--- config.mk ---
export PLATFORM = sky130hd
export DESIGN_NAME = twiddle_gen_flat
export DESIGN_NICKNAME = d
export VERILOG_FILES = /design/src/rtl/fft_tw_pkg.sv /design/src/rtl/twiddle_gen_if.sv /design/src/rtl/tw_qrom.sv /design/src/rtl/twiddle_gen.sv /design/src/flat_wrapper.sv
export SDC_FILE = /design/constraint.sdc
export NUM_CORES = 1
export LEC_CHECK = 0
export ABC_CLOCK_PERIOD_IN_PS = 2300
export BUFFER_PORTS_ARGS = -buffer_cell sky130_fd_sc_hd__buf_2
export CORE_MARGIN = 5
export CORE_UTILIZATION = 52
export DETAILED_ROUTE_END_ITERATION = 16
export PLACE_DENSITY = 0.88
export SLEW_MARGIN = 30
export SYNTH_ARGS = -nofsm -noshare
export SYNTH_HDL_FRONTEND = slang
export SYNTH_SLANG_ARGS = --single-unit
--- constraint.sdc ---
create_clock -name clk -period 2.3 [get_ports clk]
set_input_delay 0.115 -clock clk [delete_from_list [all_inputs] [get_ports clk]]
set_output_delay 0.115 -clock clk [all_outputs]
set_load 0.1 [all_outputs]
--- src/rtl/fft_tw_pkg.sv ---
// Shared types and elaboration-time helpers for the FFT twiddle generator.
// The quarter-wave table is computed here so the ROM needs no init file.
package fft_tw_pkg;

  typedef enum logic {
    IDLE,
    RUN
  } state_t;

  localparam real PI = 3.14159265358979323846;

  function automatic int lg2(input int n);
    return $clog2(n);
  endfunction

  function automatic int amp(input int w);
    return (1 << (w - 1)) - 1;
  endfunction

  // round(A*cos(2*pi*m/n)); m <= n/4 keeps the value non-negative
  function automatic logic [31:0] qw(
    input int m,
    input int n,
    input int w
  );
    real v;
    v = real'(amp(w)) * $cos(2.0 * PI * real'(m) / real'(n));
    return 32'($rtoi(v + 0.5));
  endfunction

endpackage

--- src/rtl/twiddle_gen_if.sv ---
// Twiddle output stream: valid/ready handshake plus signed re/im.
// The generator drives the master side, the consumer the slave side.
interface twiddle_gen_if #(
  parameter int TW_W = 12
);
  logic                   tw_valid;
  logic                   tw_ready;
  logic signed [TW_W-1:0] twiddle_re;
  logic signed [TW_W-1:0] twiddle_im;

  modport master (
    output tw_valid,
    output twiddle_re,
    output twiddle_im,
    input  tw_ready
  );

  modport slave (
    input  tw_valid,
    input  twiddle_re,
    input  twiddle_im,
    output tw_ready
  );
endinterface

--- src/rtl/tw_qrom.sv ---
// Quarter-wave cosine ROM, two synchronous read ports.
// Contents are constants; only the read registers are clocked.
module tw_qrom
  import fft_tw_pkg::*;
#(
  parameter int N_FFT = 8,
  parameter int TW_W  = 12
) (
  input  logic                     clk,
  input  logic                     en,
  input  logic [$clog2(N_FFT)-2:0] addr_a,
  input  logic [$clog2(N_FFT)-2:0] addr_b,
  output logic [TW_W-2:0]          q_a,
  output logic [TW_W-2:0]          q_b
);
  localparam int DEPTH = N_FFT / 4 + 1;

  logic [TW_W-2:0] rom [DEPTH];

  for (genvar m = 0; m < DEPTH; m++) begin : g_rom
    localparam logic [31:0] V = qw(m, N_FFT, TW_W);
    assign rom[m] = V[TW_W-2:0];
  end

  always_ff @(posedge clk) begin
    if (en) begin
      q_a <= rom[addr_a];
      q_b <= rom[addr_b];
    end
  end
endmodule

--- src/rtl/twiddle_gen.sv ---
// Radix-2 DIF twiddle sequencer: N_FFT/2 twiddles per stage request,
// built from a quarter-wave ROM with a 2-deep stallable pipeline.
module twiddle_gen
  import fft_tw_pkg::*;
#(
  parameter int N_FFT = 8,
  parameter int TW_W  = 12
) (
  input  logic                           clk,
  input  logic                           rst,
  input  logic                           start,
  input  logic [$clog2($clog2(N_FFT)):0] stage,
  output logic                           busy,
  output logic                           done,
  output logic                           err,
  twiddle_gen_if.master                  tw
);
  localparam int LG = lg2(N_FFT);
  localparam int AW = LG - 1;
  localparam int SW = $clog2(LG) + 1;
  localparam logic [SW-1:0] STG_LIM = SW'(LG);
  localparam logic [AW-1:0] ONES = '1;
  localparam logic [AW-1:0] QTR = AW'(N_FFT / 4);
  localparam logic [LG-1:0] LAST = LG'(N_FFT / 2 - 1);

  state_t state_q, state_d;

  logic [LG-1:0] n_q;
  logic [SW-1:0] stg_q;
  logic          v1_q, l1_q, neg_q, l2_q;
  logic [TW_W-2:0] qa, qb;
  logic [AW-1:0] k, addr_a, addr_b;
  logic          adv, fire, issue, take, bad, hi;
  logic signed [TW_W-1:0] ra, rb;

  assign busy  = (state_q == RUN);
  assign adv   = !tw.tw_valid || tw.tw_ready;
  assign fire  = tw.tw_valid && tw.tw_ready;
  assign done  = fire && l2_q;
  // a new request may land on the same edge the last twiddle leaves
  assign take  = start && (!busy || done);
  assign bad   = (stage >= STG_LIM);
  assign issue = busy && adv && !n_q[LG-1];

  assign k      = (n_q[AW-1:0] & (ONES >> stg_q)) << stg_q;
  assign hi     = (k > QTR);
  assign addr_a = hi ? (~k + 1'b1) : k;
  assign addr_b = hi ? (k - QTR) : (QTR - k);

  assign ra = signed'({1'b0, qa});
  assign rb = signed'({1'b0, qb});

  tw_qrom #(
    .N_FFT(N_FFT),
    .TW_W (TW_W)
  ) u_qrom (
    .clk   (clk),
    .en    (adv),
    .addr_a(addr_a),
    .addr_b(addr_b),
    .q_a   (qa),
    .q_b   (qb)
  );

  always_ff @(posedge clk) begin
    if (rst) state_q <= IDLE;
    else     state_q <= state_d;
  end

  always_comb begin
    state_d = state_q;
    unique case (state_q)
      IDLE: if (take && !bad) state_d = RUN;
      RUN:  if (done) state_d = (take && !bad) ? RUN : IDLE;
    endcase
  end

  always_ff @(posedge clk) begin
    if (rst) begin
      n_q           <= '0;
      stg_q         <= '0;
      v1_q          <= 1'b0;
      l1_q          <= 1'b0;
      neg_q         <= 1'b0;
      l2_q          <= 1'b0;
      err           <= 1'b0;
      tw.tw_valid   <= 1'b0;
      tw.twiddle_re <= '0;
      tw.twiddle_im <= '0;
    end else begin
      err <= take && bad;
      if (take && !bad) begin
        n_q   <= '0;
        stg_q <= stage;
      end else if (issue) begin
        n_q <= n_q + 1'b1;
      end
      if (adv) begin
        v1_q        <= issue;
        l1_q        <= (n_q == LAST);
        neg_q       <= hi;
        tw.tw_valid <= v1_q;
        l2_q        <= l1_q;
        if (v1_q) begin
          tw.twiddle_re <= neg_q ? -ra : ra;
          tw.twiddle_im <= -rb;
        end
      end
    end
  end
endmodule
--- src/flat_wrapper.sv ---
// flat-port wrapper written by rule: the top's interface ports become plain ports
module twiddle_gen_flat import fft_tw_pkg::*;
#(
  parameter int N_FFT = 8,
  parameter int TW_W  = 12
)
  (clk, rst, start, stage, busy, done, err, tw_tw_valid, tw_twiddle_re, tw_twiddle_im, tw_tw_ready);
  twiddle_gen_if #(.TW_W(TW_W)) tw_i ();
  input  logic clk;
  input  logic rst;
  input  logic start;
  input  logic [$clog2($clog2(N_FFT)):0] stage;
  output logic busy;
  output logic done;
  output logic err;
  output wire logic [$bits(tw_i.tw_valid)-1:0] tw_tw_valid;
  output wire logic [$bits(tw_i.twiddle_re)-1:0] tw_twiddle_re;
  output wire logic [$bits(tw_i.twiddle_im)-1:0] tw_twiddle_im;
  input wire logic [$bits(tw_i.tw_ready)-1:0] tw_tw_ready;
  assign tw_tw_valid = tw_i.tw_valid;
  assign tw_twiddle_re = tw_i.twiddle_re;
  assign tw_twiddle_im = tw_i.twiddle_im;
  assign tw_i.tw_ready = tw_tw_ready;
  twiddle_gen #(.N_FFT(N_FFT), .TW_W(TW_W)) u_core (.clk(clk), .rst(rst), .start(start), .stage(stage), .busy(busy), .done(done), .err(err), .tw(tw_i));
endmodule
-- After elaboration in Yosys (flattened, before gate mapping)
Cells that the tools add are included.
- latch bits: 0
- input port bits: 7
- ROM bits: 0
- word-level logic and storage cells: 58
- bits in writable memories: 0
- memories: 0
- output and inout bits: 28
- register bits: 59
- muxes and demuxes: 12
- bitwise operators: 5
- reductions and logical operators: 15
- multipliers: 0
- magnitude comparators: 4
- shifts and indexed selects: 2
- equal/unequal tests: 1
- add/subtract/negate cells: 6
- div/mod/pow operators: 0
- operators by type and width (kind ; number):
    $bmux 11 s2 ; 2
    $mux 11 ; 4
    $neg 11->12 ; 2
    $mux 12 ; 1
    $logic_and 1x1->1 ; 7
    $ge 3x3->1 const B ; 2
    $not 2->3 ; 2
    $logic_not 1->1 ; 4
    $mux 2 ; 2
    $add 3x1->3 const B ; 1
    $eq 3x2->1 const B ; 1
    $ge 3x2->1 const B ; 1
    $shl 2x3->2 ; 1
    $shr 2x3->2 const A ; 1
    $add 2x1->2 const B ; 1
    $and 2x2->2 ; 1
    $gt 2x2->1 const B ; 1
    $logic_or 1x1->1 ; 2
    $mux 1 ; 2
    $not 2->2 ; 1
    $pmux 1 s2 ; 1
    $reduce_and 2->1 ; 1
    $reduce_or 2->1 ; 1
    $sub 2x2->2 const A ; 1
    other kinds (2) ; 2

-- Longest topological paths before layout
Gate-level depths: netlist (run 1).
- depth in word-level cells: 10
- gate-level depth with buffers: 5
- gate-level depth less buffers: 4

-- By module
A second synthesis (run 1) with hierarchy kept.
- cells, all modules: 232
- area, all modules: 2024.4 µm²
- by module, submodules not included (module ; seq. area each (µm²) ; area each (µm²) ; times used ; cells an instance):
    twiddle_gen ; 740.7 ; 1754.2 ; 1 ; 206
    tw_qrom ; 120.1 ; 270.3 ; 1 ; 26

-- Worst setup path after synthesis (run 1)
No wires, ideal clock.
- path type: register -> output
- from: reg u_core.tw.tw_valid
- to: out done
- stages on the path, launching flop included: 3
- path slack: 294 ps
- buffers on the path: 0
- arrival: 1891 ps
- required time: 2185 ps
- cell sequence: dfxtp_1 > nand3_1 > inv_1
- word-level cells in the longest chain between the ends: 2
- ends and longest elaborated chain (what ; line ; text):
    from (decl) ; twiddle_gen_if.sv:12 ; output tw_valid,
    from (signal assigned) ; twiddle_gen.sv:102 ; tw.tw_valid <= v1_q;
    $logic_and 1x1->1 ; twiddle_gen.sv:38 ; assign fire = tw.tw_valid && tw.tw_ready;
    $logic_and 1x1->1 ; twiddle_gen.sv:39 ; assign done = fire && l2_q;
    to (decl) ; flat_wrapper.sv:14 ; output logic done;
No other way between the ends.

-- Worst setup path in the final report (run 1)
- from: reg u_core.tw.tw_valid
- to: reg u_core.tw.twiddle_im[11]
- word-level cells in the longest chain between the ends: 3
- ends and longest elaborated chain (what ; line ; text):
    $logic_not 1->1 ; twiddle_gen.sv:37 ; assign adv = !tw.tw_valid || tw.tw_ready;
    $logic_or 1x1->1 ; twiddle_gen.sv:37 ;
    $reduce_and 2->1 (no source line) ; -- ;
    to (signal assigned) ; twiddle_gen.sv:106 ; tw.twiddle_im <= -rb;
    to (decl) ; twiddle_gen_if.sv:14 ; output twiddle_im,
No other way between the ends.
A chain may end at the register's enable or synchronous reset.

==> results of run 1 <==
[synthesized netlist by cell type]
cell type and count:
sky130_fd_sc_hd__dfxtp_1 24, sky130_fd_sc_hd__a21oi_1 20, sky130_fd_sc_hd__buf_4 13, sky130_fd_sc_hd__inv_1 10, sky130_fd_sc_hd__ha_1 8, sky130_fd_sc_hd__nand3_1 8
sky130_fd_sc_hd__nand2_1 7, sky130_fd_sc_hd__o21ai_0 7, sky130_fd_sc_hd__clkbuf_1 5, sky130_fd_sc_hd__a311oi_1 4, sky130_fd_sc_hd__edfxtp_1 4, sky130_fd_sc_hd__nand2b_1 4
sky130_fd_sc_hd__nor2b_1 3, sky130_fd_sc_hd__a211oi_2 2, sky130_fd_sc_hd__buf_2 2, sky130_fd_sc_hd__mux2i_1 2, sky130_fd_sc_hd__nand4_1 2, sky130_fd_sc_hd__nor2_1 2
sky130_fd_sc_hd__o31ai_1 2, sky130_fd_sc_hd__a2111oi_0 1, sky130_fd_sc_hd__a211oi_1 1, sky130_fd_sc_hd__a21o_1 1, sky130_fd_sc_hd__a22oi_1 1, sky130_fd_sc_hd__and2_1 1
sky130_fd_sc_hd__and2b_1 1, sky130_fd_sc_hd__buf_1 1, sky130_fd_sc_hd__conb_1 1, sky130_fd_sc_hd__inv_2 1, sky130_fd_sc_hd__mux2_2 1, sky130_fd_sc_hd__nand4b_1 1
sky130_fd_sc_hd__nor3_1 1, sky130_fd_sc_hd__nor3b_1 1, sky130_fd_sc_hd__o21a_1 1, sky130_fd_sc_hd__o31a_1 1, sky130_fd_sc_hd__or4_1 1
[report_power, final]
part / total, mW / leakage [nW] / internal (mW) / switching (mW)
Clock: 0.234 / 0.0210 / 0.0969 / 0.137
Combinational: 0.198 / 0.382 / 0.0352 / 0.163
Sequential: 0.529 / 0.235 / 0.513 / 0.0158
[final cells by class]
class	count	area [sq um]
clock buffers	4	36.3
fillers	234	1030
inverters	11	41.3
multi-input cells	86	569
flip-flops and latches	28	601
well taps	30	37.5
repair buffers	32	160
[metrics by stage]
stage | setup slack [ns] | power, mW
after global routing | 0.400 | 1.00
after CTS | 0.575 | 0.970
after floorplan | 0.294 | 0.717
final | 0.565 | 0.961
after global placement | 0.675 | 0.732
after detailed placement | 0.602 | 0.738
[sequential cells by signal (all words and copies together) (netlist names)]
name                  count
u_core.busy               1
u_core.err                1
u_core.l1_q               1
u_core.l2_q               1
u_core.n_q                3
u_core.neg_q              1
u_core.stg_q              3
u_core.tw.tw_valid        1
u_core.tw.twiddle_im      5
u_core.tw.twiddle_re      6
u_core.u_qrom.q_a         2
u_core.u_qrom.q_b         2
u_core.v1_q               1
[worst max-delay path, delay by kind of cell (launching register included)]
family,cells,cell delay (ns)
buf+inv,1,0.58
simple gates,1,0.31
compound gates,2,0.42
flops,1,0.34
[worst max path at each step]
| stage | startpoint | endpoint | slack [ns] | cells after the start |
|---|---|---|---|---|
| 6_report | u_core.tw.tw_valid$_SDFFE_PP0N_ | u_core.tw.twiddle_im[11]$_SDFFE_PP0P_ | 0.57 | 4 |
| 5_1_grt | u_core.tw.tw_valid$_SDFFE_PP0N_ | u_core.tw.twiddle_im[11]$_SDFFE_PP0P_ | 0.40 | 4 |
| 4_1_cts | u_core.tw.tw_valid$_SDFFE_PP0N_ | u_core.tw.twiddle_im[11]$_SDFFE_PP0P_ | 0.57 | 4 |
| 3_5_place_dp | u_core.tw.tw_valid$_SDFFE_PP0N_ | u_core.tw.twiddle_im[11]$_SDFFE_PP0P_ | 0.60 | 4 |
| 3_3_place_gp | u_core.tw.tw_valid$_SDFFE_PP0N_ | u_core.tw.twiddle_re[10]$_SDFFE_PP0P_ | 0.68 | 4 |
| 2_1_floorplan | u_core.tw.tw_valid$_SDFFE_PP0N_ | done | 0.29 | 2 |
[cells in the final DEF, fill, tap and decap left out, types with 2 or more instances in the layout]
master,instances
sky130_fd_sc_hd__nor2b_1,3
sky130_fd_sc_hd__conb_1,2
sky130_fd_sc_hd__inv_1,10
sky130_fd_sc_hd__nor2_1,2
sky130_fd_sc_hd__nand3_1,8
sky130_fd_sc_hd__a211oi_2,2
sky130_fd_sc_hd__nand2b_1,4
sky130_fd_sc_hd__edfxtp_1,4
sky130_fd_sc_hd__buf_2,32
sky130_fd_sc_hd__a311oi_1,4
sky130_fd_sc_hd__mux2i_1,2
sky130_fd_sc_hd__nand2_1,7
sky130_fd_sc_hd__clkbuf_4,3
sky130_fd_sc_hd__nand4_1,2
sky130_fd_sc_hd__dfxtp_1,24
sky130_fd_sc_hd__o31ai_1,2
sky130_fd_sc_hd__o21ai_0,7
sky130_fd_sc_hd__ha_1,8
sky130_fd_sc_hd__a21oi_1,20
[layer usage]
metal / track usage, % / up-vias / wire, microns
li1: - / 526 / -
met1: 13.6 / 479 / 1030
met2: 23.8 / 39 / 1150
met3: 3.83 / 0 / 209
met4: 2.48 / 0 / 0
met5: 0 / - / 0
[cell families after synthesis]
kind of cell,Yosys count,synth area share (%)
flops,28,44.9
mux,3,2.34
compound gates,41,19.3
simple gates,32,12.9
buf+inv,32,12.8
other cells,1,0.280
fa+ha+maj,8,7.48
==> tab_implementation.tex, run 1 <==
\begin{tabular}{lr}
\hline
Metric & Value \\
\hline
\multicolumn{2}{l}{\textbf{Yosys}} \\
Area of the mapped netlist & 0.00134 sq mm \\
Distinct cells, synth & 35 \\
Post-synthesis sequential area ratio & 44.9\% \\
Share of the synthesized area in the top cell type & 35.9\% \\
Cell type with the largest total area after synthesis & sky130\_fd\_sc\_hd\_\_dfxtp\_1 \\
Ranking of synthesized cells by area & sky130\_fd\_sc\_hd\_\_dfxtp\_1, sky130\_fd\_sc\_hd\_\_edfxtp\_1, sky130\_fd\_sc\_hd\_\_a21oi\_1 \\
Mean cell area of the mapped netlist & 9.22 sq um \\
\#FFs+latches synth & 28 \\
Number of instances in the synthesized netlist & 145 \\
Warnings, synthesis & 0 \\
\multicolumn{2}{l}{\textbf{Worst setup path}} \\
Capturing element type of the critical path & flip-flop \\
Largest incremental delay on the critical path & 0.58 ns \\
Cells traversed along the worst timing path & and2b\_1 -> inv\_1 -> a21oi\_1 -> a311oi\_1 \\
Arr. time, crit path & 1.98 ns \\
Worst-path cell with the longest stage delay & sky130\_fd\_sc\_hd\_\_inv\_1 \\
Largest fanout on the critical path & 25 \\
Reg2reg end & u\_core.tw.twiddle\_im[11]\$\_SDFFE\_PP0P\_ \\
R2R Setup Slk & 0.57 ns \\
Critical Path Start Type & flip-flop \\
Data required time of the worst path & roughly 2.6 ns \\
Type of the setup path with the least slack & flip-flop to flip-flop \\
FF-to-FF Start & u\_core.tw.tw\_valid\$\_SDFFE\_PP0N\_ \\
Number of cells traversed by the worst register-to-register path & 4 \\
\multicolumn{2}{l}{\textbf{Worst hold path}} \\
Path type of the worst min-delay path & input pin to flip-flop \\
Min-Delay Endpoint & u\_core.busy\$\_SDFF\_PP0\_ \\
Hold Path Cell Cnt & 3 \\
Hold\_sp & start \\
\multicolumn{2}{l}{\textbf{Floorplan}} \\
Starting density of the core & 54.0\% \\
Die area & 0.00369 sq mm \\
Floorplan row count & 18 \\
Width of the die & between 60 and 70 microns \\
Number of I/O pins & 35 \\
Chip Height & approximately 61 microns \\
Total core area & 0.00248 sq mm \\
\multicolumn{2}{l}{\textbf{STA}} \\
Slew of the pin with the lowest slew margin & 0.687 ns \\
Period minus WS final & 1.73 ns \\
Setup repair after global routing missed its margin & false \\
Clock Skews & 0.0110 ns \\
Final Hold Vio Count & 0 \\
Sum of negative setup slack & 0 ns \\
Period utilization & 75.4\% \\
Max frequency & between 0.5 and 0.6 GHz \\
Number of setup violations in the final report & 0 \\
Worst hold slack across all endpoints & roughly 0.042 ns \\
Number of max-slew violations in the final report & 0 \\
Headroom to the max-slew limit & 54.2\% \\
\multicolumn{2}{l}{\textbf{Clocking}} \\
Cts bufs inserted & 3 \\
Cell chosen for the clock root & sky130\_fd\_sc\_hd\_\_clkbuf\_4 \\
H-tree levels & 1 \\
CTS sink count & 28 \\
Clock tree from TritonCTS & built \\
Clk buf depth & 2 \\
Post-CTS Hold Fix Bufs & 0 \\
Clk Latency, worst-skew pair & 0.33 ns \\
Number of resized instances in the post-cts repair step & 0 \\
Clock Pin Slew Worst Setup and Hold Paths & $\sim$0.15 ns \\
Setup repair bufs after CTS & 0 \\
\multicolumn{2}{l}{\textbf{Global route}} \\
Total GRT Usage & 12.5\% \\
Initial antenna violation count & 0 \\
Wire length of the first global-routing pass & 3.59 mm \\
Pin count of the biggest net entering global routing & 27 \\
Via count of the first global-routing pass & 898 \\
Sum of overflow across all layers after global routing & 0 \\
\multicolumn{2}{l}{\textbf{Placement}} \\
Post-Place Cells & 187 \\
Placed inst area & about 0.0014 sq mm \\
RD Place Congestion & 0.698 \\
Post-detailed-placement half-perimeter wirelength & 1.79 mm \\
Count of input and output buffers & 32 \\
\multicolumn{2}{l}{\textbf{Detailed routing}} \\
Router iterations before antenna repair & 4 \\
Routed WL per cell & 12.5 microns \\
Antenna Violating Nets Remaining & 0 \\
Via count & $\sim$1,000 \\
WL final & between 2 and 2.5 mm \\
Remaining design rule violation count & 0 \\
DR iter-0 viols & 34 \\
Via density per instance & 5.47 \\
\multicolumn{2}{l}{\textbf{Finish}} \\
Cell Count, Final, Fillers Out & 191 \\
Final standard cell utilization of the core & 58.3\% \\
Fraction of layout instances using a drive strength above 1 & 24.8\% \\
Antenna cells & 0 \\
Net count reported at finish & 177 \\
Layout overhead on the synthesized area & 8.05\% \\
Post-route standard cell area excluding fillers & 0.00145 sq mm \\
\multicolumn{2}{l}{\textbf{Power and ir drop}} \\
Worst vdd rail ir drop & 567 uV \\
LEAKAGE & $\sim$0.64 nW \\
Pwr/cell area & roughly 670 mW/mm\^{}2 \\
\multicolumn{2}{l}{\textbf{Run}} \\
Max-cap violations & 0 \\
\multicolumn{2}{l}{\textbf{Status}} \\
Status & completed \\
\hline
\end{tabular}
Power figures use the tool's default switching activity.
==> run 2, diff against run 1 <==
--- a/config.mk
+++ b/config.mk
@@ -5,12 +5,12 @@
 export SDC_FILE = /design/constraint.sdc
 export NUM_CORES = 1
 export LEC_CHECK = 0
-export ABC_CLOCK_PERIOD_IN_PS = 2300
+export ABC_CLOCK_PERIOD_IN_PS = 1700
 export BUFFER_PORTS_ARGS = -buffer_cell sky130_fd_sc_hd__buf_2
 export CORE_MARGIN = 5
-export CORE_UTILIZATION = 52
+export CORE_UTILIZATION = 51
 export DETAILED_ROUTE_END_ITERATION = 16
-export PLACE_DENSITY = 0.88
+export PLACE_DENSITY = 0.86
 export SLEW_MARGIN = 30
 export SYNTH_ARGS = -nofsm -noshare
 export SYNTH_HDL_FRONTEND = slang
==> constraint.sdc (replaced) <==
create_clock -name clk -period 1.7 [get_ports clk]
set_input_delay 0.085 -clock clk [delete_from_list [all_inputs] [get_ports clk]]
set_output_delay 0.085 -clock clk [all_outputs]
set_load 0.1 [all_outputs]
==> tab_implementation.tex, run 2 (synthesis results as in run 1) <==
\begin{tabular}{lr}
\hline
Metric & Value \\
\hline
\multicolumn{2}{l}{\textbf{Placement}} \\
RD Place Congestion & 0.770 (+10\%) \\
Post-Place Cells & 189 (+1.1\%) \\
Count of input and output buffers & 32 (unchanged) \\
Dpl ws & 0.306 ns (-0.295 ns) \\
Post-detailed-placement half-perimeter wirelength & 1.97 mm (+10\%) \\
Placed inst area & 0.00144 sq mm (+2.1\%) \\
\multicolumn{2}{l}{\textbf{Floorplan}} \\
Chip Height & 61.2 microns (+0.82\%) \\
Number of I/O pins & 35 (unchanged) \\
Width of the die & 61.2 microns (+0.82\%) \\
Starting density of the core & 53.5\% (-0.49 points) \\
Die area & 0.00375 sq mm (+1.6\%) \\
Total core area & 0.00250 sq mm (+0.91\%) \\
Floorplan row count & 18 (unchanged) \\
\multicolumn{2}{l}{\textbf{Global route}} \\
Sum of overflow across all layers after global routing & 0 (unchanged) \\
Wire length of the first global-routing pass & 4.20 mm (+17\%) \\
Pin count of the biggest net entering global routing & 27 (unchanged) \\
Via count of the first global-routing pass & 1,020 (+14\%) \\
Initial antenna violation count & 0 (unchanged) \\
Total GRT Usage & 14.9\% (+2.4 points) \\
\multicolumn{2}{l}{\textbf{Power and ir drop}} \\
Clock power frac & 24.4\% (about the same) \\
Power share of the sequential group & 54.8\% (-0.2 points) \\
Internal power component & 875 uW (+36\%) \\
Switching part of the total & 33.0\% (+0.077 points) \\
Switching Power & 430 uW (+36\%) \\
Combinational Power Share & 20.7\% (about the same) \\
LEAKAGE & 0.655 nW (+2.6\%) \\
Worst vdd rail ir drop & 575 uV (+1.5\%) \\
Pwr/cell area & 885 mW/mm\^{}2 (+33\%) \\
\multicolumn{2}{l}{\textbf{Worst setup path}} \\
Type of the setup path with the least slack & flip-flop to primary output \\
Critical Path Start Type & flip-flop \\
Largest fanout on the critical path & 4 (-84\%) \\
Capturing element type of the critical path & primary output \\
Arr. time, crit path & 1.36 ns (-0.62 ns) \\
Data required time of the worst path & 1.62 ns (-0.93 ns) \\
\multicolumn{2}{l}{\textbf{Finish}} \\
Layout overhead on the synthesized area & 10.3\% \\
Most frequent cells in the layout & sky130\_fd\_sc\_hd\_\_buf\_2, sky130\_fd\_sc\_hd\_\_dfxtp\_1, sky130\_fd\_sc\_hd\_\_a21oi\_1 \\
Largest registers ranked by flip-flop count & u\_core.tw.twiddle\_re (6), u\_core.tw.twiddle\_im (5) \\
Flip-flop count of the largest register, all copies and words added & 6 (unchanged) \\
Fraction of layout instances using a drive strength above 1 & 27.0\% (+2.1 points) \\
Cell Count, Final, Fillers Out & 193 (+1.0\%) \\
Most common cell after layout, fill and taps aside & sky130\_fd\_sc\_hd\_\_buf\_2 \\
Post-route standard cell area excluding fillers & 0.00148 sq mm (+2.1\%) \\
Net count reported at finish & 179 (+1.1\%) \\
Register name with the most flops & u\_core.tw.twiddle\_re \\
Antenna cells & 0 (unchanged) \\
Fill cell count & 218 (-6.8\%) \\
\multicolumn{2}{l}{\textbf{Clocking}} \\
Cts bufs inserted & 3 (unchanged) \\
Setup repair bufs after CTS & 0 (unchanged) \\
Clk Latency, worst-skew pair & 0.32 ns (about the same) \\
Cell chosen for the clock root & sky130\_fd\_sc\_hd\_\_clkbuf\_4 \\
Clock tree from TritonCTS & built \\
Number of resized instances in the post-cts repair step & 0 (unchanged) \\
Clk buf depth & 2 (unchanged) \\
CTS sink count & 28 (unchanged) \\
H-tree levels & 1 (unchanged) \\
Post-CTS Hold Fix Bufs & 0 (unchanged) \\
Clock Pin Slew Worst Setup and Hold Paths & 0.14 ns (about the same) \\
\multicolumn{2}{l}{\textbf{Worst hold path}} \\
Path type of the worst min-delay path & input pin to flip-flop \\
\multicolumn{2}{l}{\textbf{Detailed routing}} \\
WL final & 2.58 mm (+7.7\%) \\
Remaining design rule violation count & 0 (unchanged) \\
DR iter-0 viols & 14 (-59\%) \\
Via density per instance & 5.44 (-0.56\%) \\
Via count & 1,049 (+0.48\%) \\
Routed WL per cell & 13.4 microns (+6.6\%) \\
Router iterations before antenna repair & 4 (unchanged) \\
Antenna Violating Nets Remaining & 0 (unchanged) \\
\multicolumn{2}{l}{\textbf{STA}} \\
Post-route worst setup slack & 0.253 ns (-0.312 ns) \\
Setup repair after global routing missed its margin & false \\
Max frequency & 0.691 GHz \\
Final Hold Vio Count & 0 (unchanged) \\
Clock Skews & 0.00631 ns (-0.00469 ns) \\
Number of setup violations in the final report & 0 (unchanged) \\
Slew of the pin with the lowest slew margin & 0.519 ns (-0.168 ns) \\
Number of max-slew violations in the final report & 0 (unchanged) \\
Headroom to the max-slew limit & 65.4\% (+11 points) \\
Period minus WS final & approximately 1.4 ns \\
Period utilization & between 80 and 90\% \\
Sum of negative setup slack & 0 ns (unchanged) \\
\multicolumn{2}{l}{\textbf{Run}} \\
Max-cap violations & 0 (unchanged) \\
\multicolumn{2}{l}{\textbf{Status}} \\
Status & completed \\
\hline
\end{tabular}
==> run 2: final timing paths <==
| check | startpoint | end | slack [ns] | cells past startpoint |
|---|---|---|---|---|
| worst min-delay path | start | u_core.busy$_SDFF_PP0_ | 0.02 | 3 |
| worst max-delay path | u_core.l2_q$_SDFFE_PP0N_ | done | 0.25 | 3 |
| worst min register to register | u_core.tw.twiddle_re[0]$_SDFFE_PP0P_ | u_core.tw.twiddle_re[0]$_SDFFE_PP0P_ | 0.48 | 2 |
| worst max register to register | u_core.tw.tw_valid$_SDFFE_PP0N_ | u_core.tw.twiddle_re[10]$_SDFFE_PP0P_ | 0.29 | 5 |
==> run 2: layout make-up <==
class | instances | area (sq um) | share of cell area (%)
Multi-Input combinational cell | 86 | 569 | 38.6
Inverter | 11 | 41.3 | 2.80
Clock buffer | 4 | 36.3 | 2.46
Sequential cell | 28 | 603 | 40.9
Timing Repair Buffer | 34 | 188 | 12.7
Tap cell | 30 | 37.5 | 2.54
==> run 2: critical path: stages (launching register included) <==
cell and delay, ns:
sky130_fd_sc_hd__dfxtp_1 0.37, sky130_fd_sc_hd__nand3_1 0.17, sky130_fd_sc_hd__inv_1 0.09, sky130_fd_sc_hd__buf_2 0.42
==> run 2: routing by layer <==
layer	GRT usage, %	up-vias	wire length (microns)
met3	3.14	4	201
met2	28.2	34	1300
met1	16.4	485	1050
met5	0	-	0
met4	4.64	0	22
li1	-	526	-
==> run 2: metrics by stage <==
step / total power, mW / util (%) / hold WS, ns
after floorplan: 0.970 / - / 0.233
after global placement: 0.993 / 57.6 / 0.332
after detailed placement: 1.00 / 57.6 / 0.356
after CTS: 1.31 / 59.0 / 0.0142
after global routing: 1.35 / 59.0 / 0.0309
final: 1.31 / 59.0 / 0.0202
==> run 2: power groups by stage <==
| stage | clock network [mW] | logic (mW) | registers, mW |
|---|---|---|---|
| 2_1_floorplan | 0 | 0.161 | 0.809 |
| 3_3_place_gp | 0 | 0.265 | 0.728 |
| 3_5_place_dp | 0 | 0.272 | 0.730 |
| 4_1_cts | 0.325 | 0.272 | 0.716 |
| 5_1_grt | 0.349 | 0.286 | 0.719 |
| 6_report | 0.319 | 0.270 | 0.716 |
